## config.mk

```make
export PLATFORM = sky130hd
export DESIGN_NAME = pipe5_wb_port_arbiter_flat
export DESIGN_NICKNAME = d
export VERILOG_FILES = /design/src/rtl/pipe5_wb_port_arbiter_pkg.sv /design/src/rtl/pipe5_wb_port_arbiter_if.sv /design/src/rtl/pipe5_wb_port_arbiter_wb_result_fifo.sv /design/src/rtl/pipe5_wb_port_arbiter.sv /design/src/flat_wrapper.sv
export SDC_FILE = /design/constraint.sdc
export NUM_CORES = 1
export LEC_CHECK = 0
export CAP_MARGIN = 10
export CORE_ASPECT_RATIO = 1.4
export CORE_MARGIN = 8
export CORE_UTILIZATION = 44
export DETAILED_ROUTE_END_ITERATION = 10
export GPL_TIMING_DRIVEN = 0
export PLACE_DENSITY_LB_ADDON = 0.15
export SETUP_SLACK_MARGIN = 0.4
export SYNTH_ARGS = -nofsm -noshare
export SYNTH_HDL_FRONTEND = slang
export SYNTH_HIERARCHICAL = 1
export SYNTH_SLANG_ARGS = --single-unit
export TNS_END_PERCENT = 100
```

## constraint.sdc

```tcl
create_clock -name CLK -period 2.6 [get_ports CLK]
set_input_delay 0.52 -clock CLK [delete_from_list [all_inputs] [get_ports CLK]]
set_output_delay 0.52 -clock CLK [all_outputs]
set_load 0.005 [all_outputs]
```

## src/rtl/pipe5_wb_port_arbiter_pkg.sv

```systemverilog
// Shared types for the writeback port arbiter: register index,
// data word and the queued long-latency result entry.
package pipe5_wb_port_arbiter_pkg;

  typedef logic [31:0] word_t;
  typedef logic [4:0]  reg_idx_t;

  typedef struct packed {
    reg_idx_t rd;
    word_t    data;
    logic     killed;
  } wb_lu_entry_t;

  localparam int unsigned WB_FIFO_DEPTH   = 2;
  localparam int unsigned WB_STARVE_LIMIT = 3;

  function automatic logic is_x0(input reg_idx_t r);
    return r == '0;
  endfunction

endpackage

```

## src/rtl/pipe5_wb_port_arbiter_if.sv

```systemverilog
// Bundle between writeback stage, long-latency unit and RF port.
// slave = arbiter side, master = pipeline/LU/RF environment side.
interface pipe5_wb_port_arbiter_if
  import pipe5_wb_port_arbiter_pkg::*;
#(
  parameter int unsigned FIFO_DEPTH = WB_FIFO_DEPTH
);

  localparam int unsigned CW = $clog2(FIFO_DEPTH) + 1;

  logic          pipe_wen;
  reg_idx_t      pipe_rd;
  word_t         pipe_wdata;
  logic          pipe_stall;

  logic          lu_valid;
  reg_idx_t      lu_rd;
  word_t         lu_wdata;
  logic          lu_ready;

  logic          rf_wen;
  reg_idx_t      rf_waddr;
  word_t         rf_wdata;

  logic [CW-1:0] fifo_count;

  modport slave (
    input  pipe_wen,
    input  pipe_rd,
    input  pipe_wdata,
    output pipe_stall,
    input  lu_valid,
    input  lu_rd,
    input  lu_wdata,
    output lu_ready,
    output rf_wen,
    output rf_waddr,
    output rf_wdata,
    output fifo_count
  );

  modport master (
    output pipe_wen,
    output pipe_rd,
    output pipe_wdata,
    input  pipe_stall,
    output lu_valid,
    output lu_rd,
    output lu_wdata,
    input  lu_ready,
    input  rf_wen,
    input  rf_waddr,
    input  rf_wdata,
    input  fifo_count
  );

endinterface

```

## src/rtl/pipe5_wb_port_arbiter_wb_result_fifo.sv

```systemverilog
// Circular FIFO of LU results with a kill-by-rd port.
// Ports: push/push_entry, pop, kill_en/kill_rd, head, count, empty.
module pipe5_wb_port_arbiter_wb_result_fifo
  import pipe5_wb_port_arbiter_pkg::*;
#(
  parameter int unsigned DEPTH = WB_FIFO_DEPTH
) (
  input  logic                   clk,
  input  logic                   rst_n,
  input  logic                   push,
  input  wb_lu_entry_t           push_entry,
  input  logic                   pop,
  input  logic                   kill_en,
  input  reg_idx_t               kill_rd,
  output wb_lu_entry_t           head,
  output logic [$clog2(DEPTH):0] count,
  output logic                   empty
);

  localparam int unsigned AW = $clog2(DEPTH);
  localparam int unsigned CW = AW + 1;

  wb_lu_entry_t  mem_q [DEPTH];
  wb_lu_entry_t  mem_d [DEPTH];
  logic [AW-1:0] rd_ptr_q, rd_ptr_d;
  logic [AW-1:0] wr_ptr_q, wr_ptr_d;
  logic [CW-1:0] count_q, count_d;

  always_comb begin
    mem_d    = mem_q;
    rd_ptr_d = rd_ptr_q;
    wr_ptr_d = wr_ptr_q;
    count_d  = count_q;

    for (int i = 0; i < int'(DEPTH); i++) begin
      if (kill_en && mem_q[i].rd == kill_rd) begin
        mem_d[i].killed = 1'b1;
      end
    end

    if (push) begin
      mem_d[wr_ptr_q] = push_entry;
      // a write retiring on the same edge still wins
      if (kill_en && push_entry.rd == kill_rd) begin
        mem_d[wr_ptr_q].killed = 1'b1;
      end
      wr_ptr_d = wr_ptr_q + AW'(1);
    end

    if (pop) begin
      rd_ptr_d = rd_ptr_q + AW'(1);
    end

    unique case (1'b1)
      (push && !pop): count_d = count_q + CW'(1);
      (pop && !push): count_d = count_q - CW'(1);
      default:        count_d = count_q;
    endcase
  end

  always_ff @(posedge clk or negedge rst_n) begin
    if (!rst_n) begin
      for (int i = 0; i < int'(DEPTH); i++) begin
        mem_q[i] <= '0;
      end
      rd_ptr_q <= '0;
      wr_ptr_q <= '0;
      count_q  <= '0;
    end else begin
      mem_q    <= mem_d;
      rd_ptr_q <= rd_ptr_d;
      wr_ptr_q <= wr_ptr_d;
      count_q  <= count_d;
    end
  end

  assign head  = mem_q[rd_ptr_q];
  assign count = count_q;
  assign empty = (count_q == '0);

endmodule

```

## src/rtl/pipe5_wb_port_arbiter.sv

```systemverilog
// Shares the RF write port between writeback and the LU result queue.
// Ports: CLK, nRST, bus (slave): pipe_*, lu_*, rf_*, fifo_count.
module pipe5_wb_port_arbiter
  import pipe5_wb_port_arbiter_pkg::*;
#(
  parameter int unsigned FIFO_DEPTH   = WB_FIFO_DEPTH,
  parameter int unsigned STARVE_LIMIT = WB_STARVE_LIMIT
) (
  input  logic                          CLK,
  input  logic                          nRST,
  pipe5_wb_port_arbiter_if.slave        bus
);

  localparam int unsigned CW = $clog2(FIFO_DEPTH) + 1;
  localparam int unsigned SW =
    (STARVE_LIMIT < 1) ? 1 : $clog2(STARVE_LIMIT + 1);
  localparam logic [CW-1:0] FULL_CNT   = CW'(FIFO_DEPTH);
  localparam logic [SW-1:0] STARVE_MAX = SW'(STARVE_LIMIT);

  wb_lu_entry_t  head;
  wb_lu_entry_t  push_entry;
  logic [CW-1:0] count;
  logic          empty;
  logic          full;
  logic          lu_ready;
  logic          push;
  logic          pop;
  logic          kill_en;
  logic          pipe_write;
  logic          live_head;
  logic          lu_grant;
  logic          drains;
  logic [SW-1:0] starve_q, starve_d;

  logic          rf_wen;
  reg_idx_t      rf_waddr;
  word_t         rf_wdata;
  logic          pipe_stall;

  assign full     = (count == FULL_CNT);
  assign lu_ready = (count < FULL_CNT);

  always_comb begin
    pipe_write = bus.pipe_wen && !is_x0(bus.pipe_rd);
    live_head  = !empty && !head.killed;
    lu_grant   = live_head &&
                 (!pipe_write || starve_q >= STARVE_MAX || full);
    pop        = !empty && (head.killed || lu_grant);
    push       = bus.lu_valid && lu_ready;
    // x0 results occupy a slot but never reach the port
    push_entry = '{rd:     bus.lu_rd,
                   data:   bus.lu_wdata,
                   killed: is_x0(bus.lu_rd)};
    // only a retiring pipeline write may kill older LU results
    kill_en    = pipe_write && !lu_grant;
    drains     = pop && !push && (count == CW'(1));

    starve_d = starve_q;
    if (lu_grant || empty || drains) begin
      starve_d = '0;
    end else if (live_head && starve_q < STARVE_MAX) begin
      starve_d = starve_q + SW'(1);
    end

    rf_wen     = pipe_write;
    rf_waddr   = bus.pipe_rd;
    rf_wdata   = bus.pipe_wdata;
    pipe_stall = 1'b0;
    if (lu_grant) begin
      rf_wen     = 1'b1;
      rf_waddr   = head.rd;
      rf_wdata   = head.data;
      pipe_stall = pipe_write;
    end
  end

  always_ff @(posedge CLK or negedge nRST) begin
    if (!nRST) begin
      starve_q <= '0;
    end else begin
      starve_q <= starve_d;
    end
  end

  pipe5_wb_port_arbiter_wb_result_fifo #(
    .DEPTH (FIFO_DEPTH)
  ) u_fifo (
    .clk        (CLK),
    .rst_n      (nRST),
    .push       (push),
    .push_entry (push_entry),
    .pop        (pop),
    .kill_en    (kill_en),
    .kill_rd    (bus.pipe_rd),
    .head       (head),
    .count      (count),
    .empty      (empty)
  );

  assign bus.rf_wen     = rf_wen;
  assign bus.rf_waddr   = rf_waddr;
  assign bus.rf_wdata   = rf_wdata;
  assign bus.pipe_stall = pipe_stall;
  assign bus.lu_ready   = lu_ready;
  assign bus.fifo_count = count;

endmodule

```

## src/flat_wrapper.sv

```systemverilog
// flat-port wrapper written by rule: the top's interface ports become plain ports
module pipe5_wb_port_arbiter_flat import pipe5_wb_port_arbiter_pkg::*;
#(
  parameter int unsigned FIFO_DEPTH   = WB_FIFO_DEPTH,
  parameter int unsigned STARVE_LIMIT = WB_STARVE_LIMIT
)
  (CLK, nRST, bus_pipe_wen, bus_pipe_rd, bus_pipe_wdata, bus_pipe_stall, bus_lu_valid, bus_lu_rd, bus_lu_wdata, bus_lu_ready, bus_rf_wen, bus_rf_waddr, bus_rf_wdata, bus_fifo_count);
  pipe5_wb_port_arbiter_if #(.FIFO_DEPTH(FIFO_DEPTH)) bus_i ();
  input  logic CLK;
  input  logic nRST;
  input wire logic [$bits(bus_i.pipe_wen)-1:0] bus_pipe_wen;
  input wire logic [$bits(bus_i.pipe_rd)-1:0] bus_pipe_rd;
  input wire logic [$bits(bus_i.pipe_wdata)-1:0] bus_pipe_wdata;
  output wire logic [$bits(bus_i.pipe_stall)-1:0] bus_pipe_stall;
  input wire logic [$bits(bus_i.lu_valid)-1:0] bus_lu_valid;
  input wire logic [$bits(bus_i.lu_rd)-1:0] bus_lu_rd;
  input wire logic [$bits(bus_i.lu_wdata)-1:0] bus_lu_wdata;
  output wire logic [$bits(bus_i.lu_ready)-1:0] bus_lu_ready;
  output wire logic [$bits(bus_i.rf_wen)-1:0] bus_rf_wen;
  output wire logic [$bits(bus_i.rf_waddr)-1:0] bus_rf_waddr;
  output wire logic [$bits(bus_i.rf_wdata)-1:0] bus_rf_wdata;
  output wire logic [$bits(bus_i.fifo_count)-1:0] bus_fifo_count;
  assign bus_i.pipe_wen = bus_pipe_wen;
  assign bus_i.pipe_rd = bus_pipe_rd;
  assign bus_i.pipe_wdata = bus_pipe_wdata;
  assign bus_pipe_stall = bus_i.pipe_stall;
  assign bus_i.lu_valid = bus_lu_valid;
  assign bus_i.lu_rd = bus_lu_rd;
  assign bus_i.lu_wdata = bus_lu_wdata;
  assign bus_lu_ready = bus_i.lu_ready;
  assign bus_rf_wen = bus_i.rf_wen;
  assign bus_rf_waddr = bus_i.rf_waddr;
  assign bus_rf_wdata = bus_i.rf_wdata;
  assign bus_fifo_count = bus_i.fifo_count;
  pipe5_wb_port_arbiter #(.FIFO_DEPTH(FIFO_DEPTH), .STARVE_LIMIT(STARVE_LIMIT)) u_core (.CLK(CLK), .nRST(nRST), .bus(bus_i));
endmodule
```

==> results of run 1 <==
cells by family after synthesis:
group / count (synthesis)
xor+xnor: 21
simple gates: 26
flops: 82
buf+inv: 19
compound gates: 15
fa+ha+maj: 2
mux: 145
power groups by stage:
stage / logic (mW) / registers [mW] / clock network, mW
2_1_floorplan: 2.73 / 2.22 / 0
4_1_cts: 4.97 / 2.31 / 1.38
6_report: 5.29 / 2.32 / 1.35
3_5_place_dp: 4.12 / 2.33 / 0
3_3_place_gp: 4.05 / 2.28 / 0
5_1_grt: 5.65 / 2.40 / 1.44
worst max-delay path, stage by stage, from the launching register on:
cell,delay (ns)
dfrtp_1,0.41
buf_8,0.14
buf_12,0.12
mux2_4,0.32
nor2_4,0.09
a21boi_2,0.17
buf_6,0.16
buf_6,0.12
buf_6,0.10
buf_16,0.12
mux2_4,0.30
buf_6,0.12
final timing paths:
kind | start | endpoint | cells past startpoint
worst max-delay path | u_core/u_fifo/rd_ptr_q | bus_rf_wdata[5] | 11
max in group asynchronous | nRST | async pin | 2
worst min register to register | register | register | 1
worst min-delay path | nRST | async pin | 1
min in group CLK | register | register | 1
worst max register to register | u_core/u_fifo/rd_ptr_q | u_core/u_fifo/mem_q[38] | 15
through the flow:
stage | instance area, sq um | cells | hold slack, ns
floorplan | 4472 | 310 | 0.2244
global placement | 5832 | 564 | 0.4626
detailed placement | 5857 | 565 | 0.4713
CTS | 6528 | 604 | 0.1428
global route | 6681 | 613 | 0.1538
finish | 6681 | 613 | 0.1340
synthesized netlist by cell type:
| cell type | instances | share of area (%) |
|---|---|---|
| mux2i_1 | 1 | 0.23 |
| buf_8 | 3 | 1.0 |
| o21ai_0 | 2 | 0.23 |
| buf_6 | 3 | 0.76 |
| or2_2 | 1 | 0.14 |
| xnor2_1 | 6 | 1.2 |
| buf_4 | 1 | 0.17 |
| nor2_1 | 10 | 0.84 |
| mux2_1 | 20 | 5.1 |
| o41a_1 | 1 | 0.25 |
| dfrtp_1 | 82 | 46 |
| nor3_1 | 2 | 0.23 |
| nor2b_4 | 1 | 0.31 |
| inv_2 | 1 | 0.084 |
| nor3b_4 | 1 | 0.42 |
| a22o_1 | 5 | 0.98 |
| nor4_1 | 3 | 0.42 |
| a31oi_1 | 3 | 0.42 |
| a21boi_2 | 1 | 0.25 |
| mux2_2 | 90 | 23 |
| inv_1 | 2 | 0.17 |
| or4_1 | 1 | 0.17 |
| a2bb2oi_1 | 1 | 0.20 |
| nor2b_1 | 1 | 0.14 |
| and3_1 | 2 | 0.28 |
| nand2_1 | 3 | 0.25 |
| buf_12 | 1 | 0.45 |
| ha_1 | 2 | 0.56 |
| a211oi_1 | 1 | 0.17 |
| buf_2 | 8 | 0.90 |
| mux2_4 | 34 | 11 |
| nand2b_1 | 1 | 0.14 |
| a311o_1 | 1 | 0.23 |
| xor2_1 | 15 | 3.0 |
area by class of cell:
class	instances	area (sq um)
fill	770	3218
clock inverter	5	78.83
multi-input combinational	209	2303
inverter	3	11.26
clock buffer	10	239.0
tap	135	168.9
sequential	82	2052
timing repair buffer	153	1643
buffer	16	185.2
per-layer routing:
metal	wire [microns]	vias to the layer above	global-route usage [%]	part of all wire [%]
li1	-	1453	-	-
met2	6098	86	31.46	51
met1	4769	1529	20.22	40
met3	752	18	5.616	6.3
met4	224	0	5.819	1.9
met5	0	-	0	0
what timing repair did:
item	CTS	global route
endpoints found under the setup margin	40	39
resized for setup	214	26
cloned	2	0
buffers inserted	22	9
pin swaps	4	3
==> impl_results.html, run 1 <==
<table>
<tr><th>Metric</th><th>Value</th></tr>
<tr><th colspan="2">Finish</th></tr>
<tr><td>Number of nets in the final layout</td><td>554</td></tr>
<tr><td>Core occupancy in the finished layout</td><td>67.49%</td></tr>
<tr><td>Highest-count cells in the layout ignoring fill and taps</td><td>dfrtp_1, mux2_2, clkdlybuf4s50_1</td></tr>
<tr><td>Diode count</td><td>0</td></tr>
<tr><td>Proportion of layout cells with a drive suffix above 1</td><td>around 50%</td></tr>
<tr><td>Layout-stage area growth over the synthesis result</td><td>50.21%</td></tr>
<tr><th colspan="2">Run</th></tr>
<tr><td>Max capacitance violation total</td><td>0</td></tr>
<tr><th colspan="2">STA</th></tr>
<tr><td>Shortest period the worst path allows</td><td>3.021 ns</td></tr>
<tr><td>Count of final setup violators</td><td>38</td></tr>
<tr><td>Maximum achievable frequency</td><td>between 300 and 400 MHz</td></tr>
<tr><td>Crit path setup slack, layout</td><td>-0.4211 ns</td></tr>
<tr><td>Setup TNS after final layout</td><td>-12.63 ns</td></tr>
<tr><td>Max transition margin</td><td>69.05%</td></tr>
<tr><td>Final number of hold-violating endpoints</td><td>0</td></tr>
<tr><td>Max Transition Viols Final</td><td>0</td></tr>
<tr><td>Worst Clk Skew</td><td>0.008423 ns</td></tr>
<tr><td>Worst-margin pin slew</td><td>0.4643 ns</td></tr>
<tr><td>Setup repair after global routing missed its margin</td><td>yes</td></tr>
<tr><td>Tcrit/Tclk final</td><td>116.2%</td></tr>
<tr><th colspan="2">Power</th></tr>
<tr><td>Share of total power consumed by net switching</td><td>30.29%</td></tr>
<tr><td>Leakage dissipation</td><td>between 2 and 3 nW</td></tr>
<tr><td>Worst vdd ir</td><td>0.0006234 V</td></tr>
<tr><td>Post-layout total power</td><td>about 9 mW</td></tr>
<tr><td>Total power per unit cell area</td><td>1340 mW/mm^2</td></tr>
<tr><td>Power Internal</td><td>6.244 mW</td></tr>
<tr><td>Power spent charging and discharging nets</td><td>2.713 mW</td></tr>
<tr><td>Register share of total power</td><td>25.9%</td></tr>
<tr><td>Power share of the clock group</td><td>15.1%</td></tr>
<tr><td>Combinational share of power</td><td>between 50% and 60%</td></tr>
<tr><th colspan="2">Worst setup path</th></tr>
<tr><td>Arrival @ worst endpoint</td><td>2.50 ns</td></tr>
<tr><td>Class of the most critical setup path</td><td>register to primary output</td></tr>
<tr><td>Required time at the endpoint of the critical path</td><td>2.08 ns</td></tr>
<tr><td>Critical Path Fanout Max</td><td>5</td></tr>
<tr><td>Kind of end point of the critical path</td><td>primary output</td></tr>
<tr><td>Critical Path Start Type</td><td>register</td></tr>
<tr><td>Worst reg2reg setup slack</td><td>0.05 ns</td></tr>
<tr><th colspan="2">Logic synthesis</th></tr>
<tr><td>Sequential element share of the synthesized area</td><td>46.13%</td></tr>
<tr><td>Synthesized flop and latch total</td><td>82</td></tr>
<tr><td>Post-Synthesis Cells</td><td>310</td></tr>
<tr><td>Area share of fa/ha/maj cells after synthesis</td><td>0.5626%</td></tr>
<tr><td>Cell area after synthesis</td><td>0.004448 sq mm</td></tr>
<tr><td>Largest family of logic cells by synthesized area</td><td>multiplexers</td></tr>
<tr><td>Post-synthesis net count</td><td>390</td></tr>
<tr><td>Xor/xnor cell area share of the yosys netlist</td><td>4.135%</td></tr>
<tr><td>Synth Area in Compound Gates</td><td>2.729%</td></tr>
<tr><td>Count of unique library cells instantiated by Yosys</td><td>34</td></tr>
<tr><td>Mux share of post-synthesis cell area</td><td>39.55%</td></tr>
<tr><td>Simple-gate share of the synthesized area</td><td>3.347%</td></tr>
<tr><td>Synthesized area per cell</td><td>14.35 sq um</td></tr>
<tr><td>Ys Warns</td><td>6</td></tr>
<tr><th colspan="2">Clock network</th></tr>
<tr><td>Library cell used as clock root buffer</td><td>clkbuf_16</td></tr>
<tr><td>CTS tree</td><td>yes</td></tr>
<tr><td>Number of buffers inserted during clock tree synthesis</td><td>9</td></tr>
<tr><td>Largest buffer count on any clock path</td><td>2</td></tr>
<tr><td>H-Tree Level Count</td><td>3</td></tr>
<tr><td>Post-cts hold buffer count</td><td>0</td></tr>
<tr><td>Clock transition time at the flip-flop clock pins of the worst setup and hold paths</td><td>0.06 ns</td></tr>
<tr><td>Total clock sinks</td><td>82</td></tr>
<tr><td>Clock latency at the later pin of the worst-skew pair</td><td>0.34 ns</td></tr>
<tr><th colspan="2">Outcome</th></tr>
<tr><td>Violations in the final reports</td><td>negative setup slack</td></tr>
<tr><td>Result of the run</td><td>complete, but fails checks</td></tr>
<tr><th colspan="2">Detailed routing</th></tr>
<tr><td>Number of remaining DRC errors</td><td>0</td></tr>
<tr><td>First-pass DRT Iterations</td><td>4</td></tr>
<tr><td>Total number of vias</td><td>3086</td></tr>
<tr><td>Post-detailed-routing wire length</td><td>11.84 mm</td></tr>
<tr><td>Initial DRC Count</td><td>65</td></tr>
<tr><td>Mean routed wirelength per cell</td><td>19.32 microns</td></tr>
<tr><td>Per-cell via count in the routed design</td><td>5.034</td></tr>
<tr><td>ANT nets after route</td><td>0</td></tr>
<tr><th colspan="2">Global route</th></tr>
<tr><td>Global-route wire length before repair</td><td>18.77 mm</td></tr>
<tr><td>Overall routing resource usage</td><td>18.03%</td></tr>
<tr><td>Vias in the first global route</td><td>3532</td></tr>
<tr><td>Total global routing overflow</td><td>0</td></tr>
<tr><td>Pin count of the biggest net entering global routing</td><td>51</td></tr>
<tr><td>Number of antenna violations at the first check in global routing</td><td>0</td></tr>
<tr><th colspan="2">Placed design</th></tr>
<tr><td>Worst Setup Slack post-DPL</td><td>-0.7412 ns</td></tr>
<tr><td>Half-perimeter wire length after placement</td><td>8.089 mm</td></tr>
<tr><td>Gpl congestion</td><td>0.8183</td></tr>
<tr><td># port buffers</td><td>119</td></tr>
<tr><th colspan="2">Floorplanning</th></tr>
<tr><td>Number of top-level design ports</td><td>120</td></tr>
<tr><td>Starting density of the core</td><td>44.93%</td></tr>
<tr><td>Total number of placement rows</td><td>43</td></tr>
<tr><td>Height of the die</td><td>roughly 130 microns</td></tr>
<tr><td>Die width</td><td>101.0 microns</td></tr>
<tr><td>Die ar.</td><td>0.01363 sq mm</td></tr>
<tr><td>Standard cell core area</td><td>0.009899 sq mm</td></tr>
<tr><th colspan="2">Min path</th></tr>
<tr><td>Hold Path Class</td><td>input port to async pin</td></tr>
</table>
(Power assumes the default switching activity.)
==> run 2: changes to the inputs <==
CELL_PAD_IN_SITES_DETAIL_PLACEMENT = 1   (was not set)
CELL_PAD_IN_SITES_GLOBAL_PLACEMENT = 2   (was not set)
CORE_UTILIZATION = 30   (was 44)
==> impl_results.html, run 2 (same netlist as run 1, synthesis figures left out) <==
<table>
<tr><th>Metric</th><th>Value</th></tr>
<tr><th colspan="2">Placed design</th></tr>
<tr><td>Worst Setup Slack post-DPL</td><td>-0.8164 ns</td></tr>
<tr><td>Gpl congestion</td><td>approximately 0.74</td></tr>
<tr><td>Half-perimeter wire length after placement</td><td>9.094 mm</td></tr>
<tr><td># port buffers</td><td>119</td></tr>
<tr><td>Standard cell area after detailed placement</td><td>0.005924 sq mm</td></tr>
<tr><th colspan="2">Outcome</th></tr>
<tr><td>Violations in the final reports</td><td>negative setup slack</td></tr>
<tr><td>Result of the run</td><td>complete, but fails checks</td></tr>
<tr><th colspan="2">STA</th></tr>
<tr><td>Max Transition Viols Final</td><td>0</td></tr>
<tr><td>Final number of hold-violating endpoints</td><td>0</td></tr>
<tr><td>Worst Clk Skew</td><td>0.002603 ns</td></tr>
<tr><td>Setup TNS after final layout</td><td>-15.18 ns</td></tr>
<tr><td>Tcrit/Tclk final</td><td>117.8%</td></tr>
<tr><td>Count of final setup violators</td><td>37</td></tr>
<tr><td>Max transition margin</td><td>72.41%</td></tr>
<tr><td>Shortest period the worst path allows</td><td>3.063 ns</td></tr>
<tr><td>Min Hold Slack</td><td>0.05363 ns</td></tr>
<tr><td>Setup repair after global routing missed its margin</td><td>yes</td></tr>
<tr><td>Maximum achievable frequency</td><td>326.4 MHz</td></tr>
<tr><td>Worst-margin pin slew</td><td>0.4101 ns</td></tr>
<tr><td>Crit path setup slack, layout</td><td>-0.4635 ns</td></tr>
<tr><th colspan="2">Detailed routing</th></tr>
<tr><td>ANT nets after route</td><td>0</td></tr>
<tr><td>Mean routed wirelength per cell</td><td>a little under 20 microns</td></tr>
<tr><td>First-pass DRT Iterations</td><td>4</td></tr>
<tr><td>Total number of vias</td><td>between 3000 and 4000</td></tr>
<tr><td>Initial DRC Count</td><td>57</td></tr>
<tr><td>Post-detailed-routing wire length</td><td>12.90 mm</td></tr>
<tr><td>Number of remaining DRC errors</td><td>0</td></tr>
<tr><td>Per-cell via count in the routed design</td><td>4.695</td></tr>
<tr><th colspan="2">Worst setup path</th></tr>
<tr><td>Required time at the endpoint of the critical path</td><td>2.08 ns</td></tr>
<tr><td>Cell repeated most along the worst path</td><td>buf_12</td></tr>
<tr><td>Cell depth of the worst flop-to-flop path</td><td>10</td></tr>
<tr><td>Largest stage delay on the critical path</td><td>about 0.42 ns</td></tr>
<tr><td>Critical Path Fanout Max</td><td>5</td></tr>
<tr><td>Critical path's slowest cell</td><td>dfrtp_1</td></tr>
<tr><td>Critical Path Start Type</td><td>register</td></tr>
<tr><td>Kind of end point of the critical path</td><td>primary output</td></tr>
<tr><td>Critical Path Stages</td><td>11</td></tr>
<tr><td>Cell chain of the critical path</td><td>buf_12, buf_12, mux2_4, nor2_4, a21boi_4, buf_8, buf_12, buf_12, buf_12, mux2_4, buf_6</td></tr>
<tr><td>Class of the most critical setup path</td><td>register to primary output</td></tr>
<tr><td>Arrival @ worst endpoint</td><td>around 2.5 ns</td></tr>
<tr><td>Family with the most delay on the worst path</td><td>buffers and inverters</td></tr>
<tr><td>Crit path buf inv count</td><td>7</td></tr>
<tr><th colspan="2">Power</th></tr>
<tr><td>Share of total power consumed by net switching</td><td>31.02%</td></tr>
<tr><td>Power Internal</td><td>between 5 and 6 mW</td></tr>
<tr><td>Post-layout total power</td><td>8.611 mW</td></tr>
<tr><td>Register share of total power</td><td>26.9%</td></tr>
<tr><td>Worst vdd ir</td><td>0.0003965 V</td></tr>
<tr><td>Total power per unit cell area</td><td>approximately 1300 mW/mm^2</td></tr>
<tr><td>Power share of the clock group</td><td>15.1%</td></tr>
<tr><td>Combinational share of power</td><td>58.0%</td></tr>
<tr><td>Power spent charging and discharging nets</td><td>2.671 mW</td></tr>
<tr><td>Leakage dissipation</td><td>2.877 nW</td></tr>
<tr><th colspan="2">Floorplanning</th></tr>
<tr><td>Standard cell core area</td><td>0.01451 sq mm</td></tr>
<tr><td>Total number of placement rows</td><td>52</td></tr>
<tr><td>Die ar.</td><td>between 0.015 and 0.02 sq mm</td></tr>
<tr><td>Starting density of the core</td><td>approximately 31%</td></tr>
<tr><td>Die width</td><td>118.9 microns</td></tr>
<tr><td>Height of the die</td><td>160.1 microns</td></tr>
<tr><td>Number of top-level design ports</td><td>120</td></tr>
<tr><th colspan="2">Global route</th></tr>
<tr><td>Vias in the first global route</td><td>3639</td></tr>
<tr><td>Pin count of the biggest net entering global routing</td><td>66</td></tr>
<tr><td>Total global routing overflow</td><td>0</td></tr>
<tr><td>Global-route wire length before repair</td><td>20.47 mm</td></tr>
<tr><td>Overall routing resource usage</td><td>13.97%</td></tr>
<tr><td>Number of antenna violations at the first check in global routing</td><td>0</td></tr>
<tr><th colspan="2">Finish</th></tr>
<tr><td>Count of fill cells added during filler insertion</td><td>between 1000 and 1500</td></tr>
<tr><td>Layout-stage area growth over the synthesis result</td><td>48.49%</td></tr>
<tr><td>Diode count</td><td>0</td></tr>
<tr><td>Commonest non-fill, non-tap cell in the layout</td><td>mux2_2</td></tr>
<tr><td>Final Instance Area</td><td>0.006605 sq mm</td></tr>
<tr><td>Number of nets in the final layout</td><td>542</td></tr>
<tr><td>Reg area</td><td>roughly 0.0021 sq mm</td></tr>
<tr><td>Proportion of layout cells with a drive suffix above 1</td><td>49.25%</td></tr>
<tr><td>Highest-count cells in the layout ignoring fill and taps</td><td>mux2_2, dfrtp_1, clkdlybuf4s50_1</td></tr>
<tr><td>Area occupied by multi-input gates</td><td>between 0.002 and 0.0025 sq mm</td></tr>
<tr><th colspan="2">Clock network</th></tr>
<tr><td>CTS tree</td><td>yes</td></tr>
<tr><td>Total clock sinks</td><td>82</td></tr>
<tr><td>Number of buffers inserted during clock tree synthesis</td><td>9</td></tr>
<tr><td>Library cell used as clock root buffer</td><td>clkbuf_16</td></tr>
<tr><td>Clock transition time at the flip-flop clock pins of the worst setup and hold paths</td><td>0.06 ns</td></tr>
<tr><td>H-Tree Level Count</td><td>3</td></tr>
<tr><td>Largest buffer count on any clock path</td><td>2</td></tr>
<tr><td>Clock latency at the later pin of the worst-skew pair</td><td>0.34 ns</td></tr>
<tr><th colspan="2">Run</th></tr>
<tr><td>Max capacitance violation total</td><td>0</td></tr>
<tr><th colspan="2">Min path</th></tr>
<tr><td>Hold Path Class</td><td>input port to async pin</td></tr>
</table>
-- run 2: changes by cell type in the layout (fill, tap and decap cells not counted), moves of 2 or more --
cell	delta
buf_4	+2
clkdlybuf4s50_1	+3
mux2_4	-3
dlygate4sd2_1	-2
buf_12	+2
mux2_2	+3
buf_6	-20
buf_2	+2
-- run 2: layout make-up --
type / count / share of cell area (%)
inverters: 3 / 0.1705
repair buffers: 141 / 22.90
flip-flops and latches: 82 / 31.07
clock inverters: 5 / 0.7956
clock buffers: 11 / 3.826
well taps: 189 / 3.580
multi-input cells: 209 / 34.72
plain buffers: 16 / 2.936
-- run 2: path summary, 6_finish.rpt --
path,slack [ns],startpoint,endpoint
setup reg to reg,0.48,u_core/u_fifo/rd_ptr_q,u_core/u_fifo/mem_q[38]
hold reg to reg,0.48,register,register
min in group CLK,0.48,register,register
setup / recovery,-0.46,u_core/u_fifo/rd_ptr_q,bus_rf_wdata[12]
hold / removal,0.05,nRST,u_core/starve_q[0]
max in group asynchronous,1.93,nRST,async pin
-- run 2: power by group through the flow --
stage          logic, mW  clock network, mW  registers [mW]
2_1_floorplan       2.73                  0            2.22
3_3_place_gp        4.12                  0            2.29
3_5_place_dp        4.19                  0            2.34
4_1_cts             5.07               1.34            2.32
5_1_grt             5.37               1.39            2.42
6_report            5.00               1.30            2.31
-- run 2: repair_timing --
item / 4_1_cts / 5_1_grt
gates resized for setup: 210 / 6
cloned: 3 / 0
setup buffers: 16 / 2
setup endpoints to repair: 40 / 50
hold buffers: 0 / 0
pin swaps: 2 / 3
-- run 2: routing by layer --
| metal | global-route usage [%] | routed length, microns |
|---|---|---|
| met5 | 0 | 0 |
| met4 | 4.847 | 167 |
| met3 | 3.282 | 528 |
| met2 | 25.46 | 7098 |
| met1 | 15.40 | 5108 |
-- run 2: per-stage QoR --
step           std cells  util, %
2_1_floorplan        310        -
3_3_place_gp         618    40.66
3_5_place_dp         619    40.83
4_1_cts              654    45.34
5_1_grt              656    45.52
6_report             656    45.52
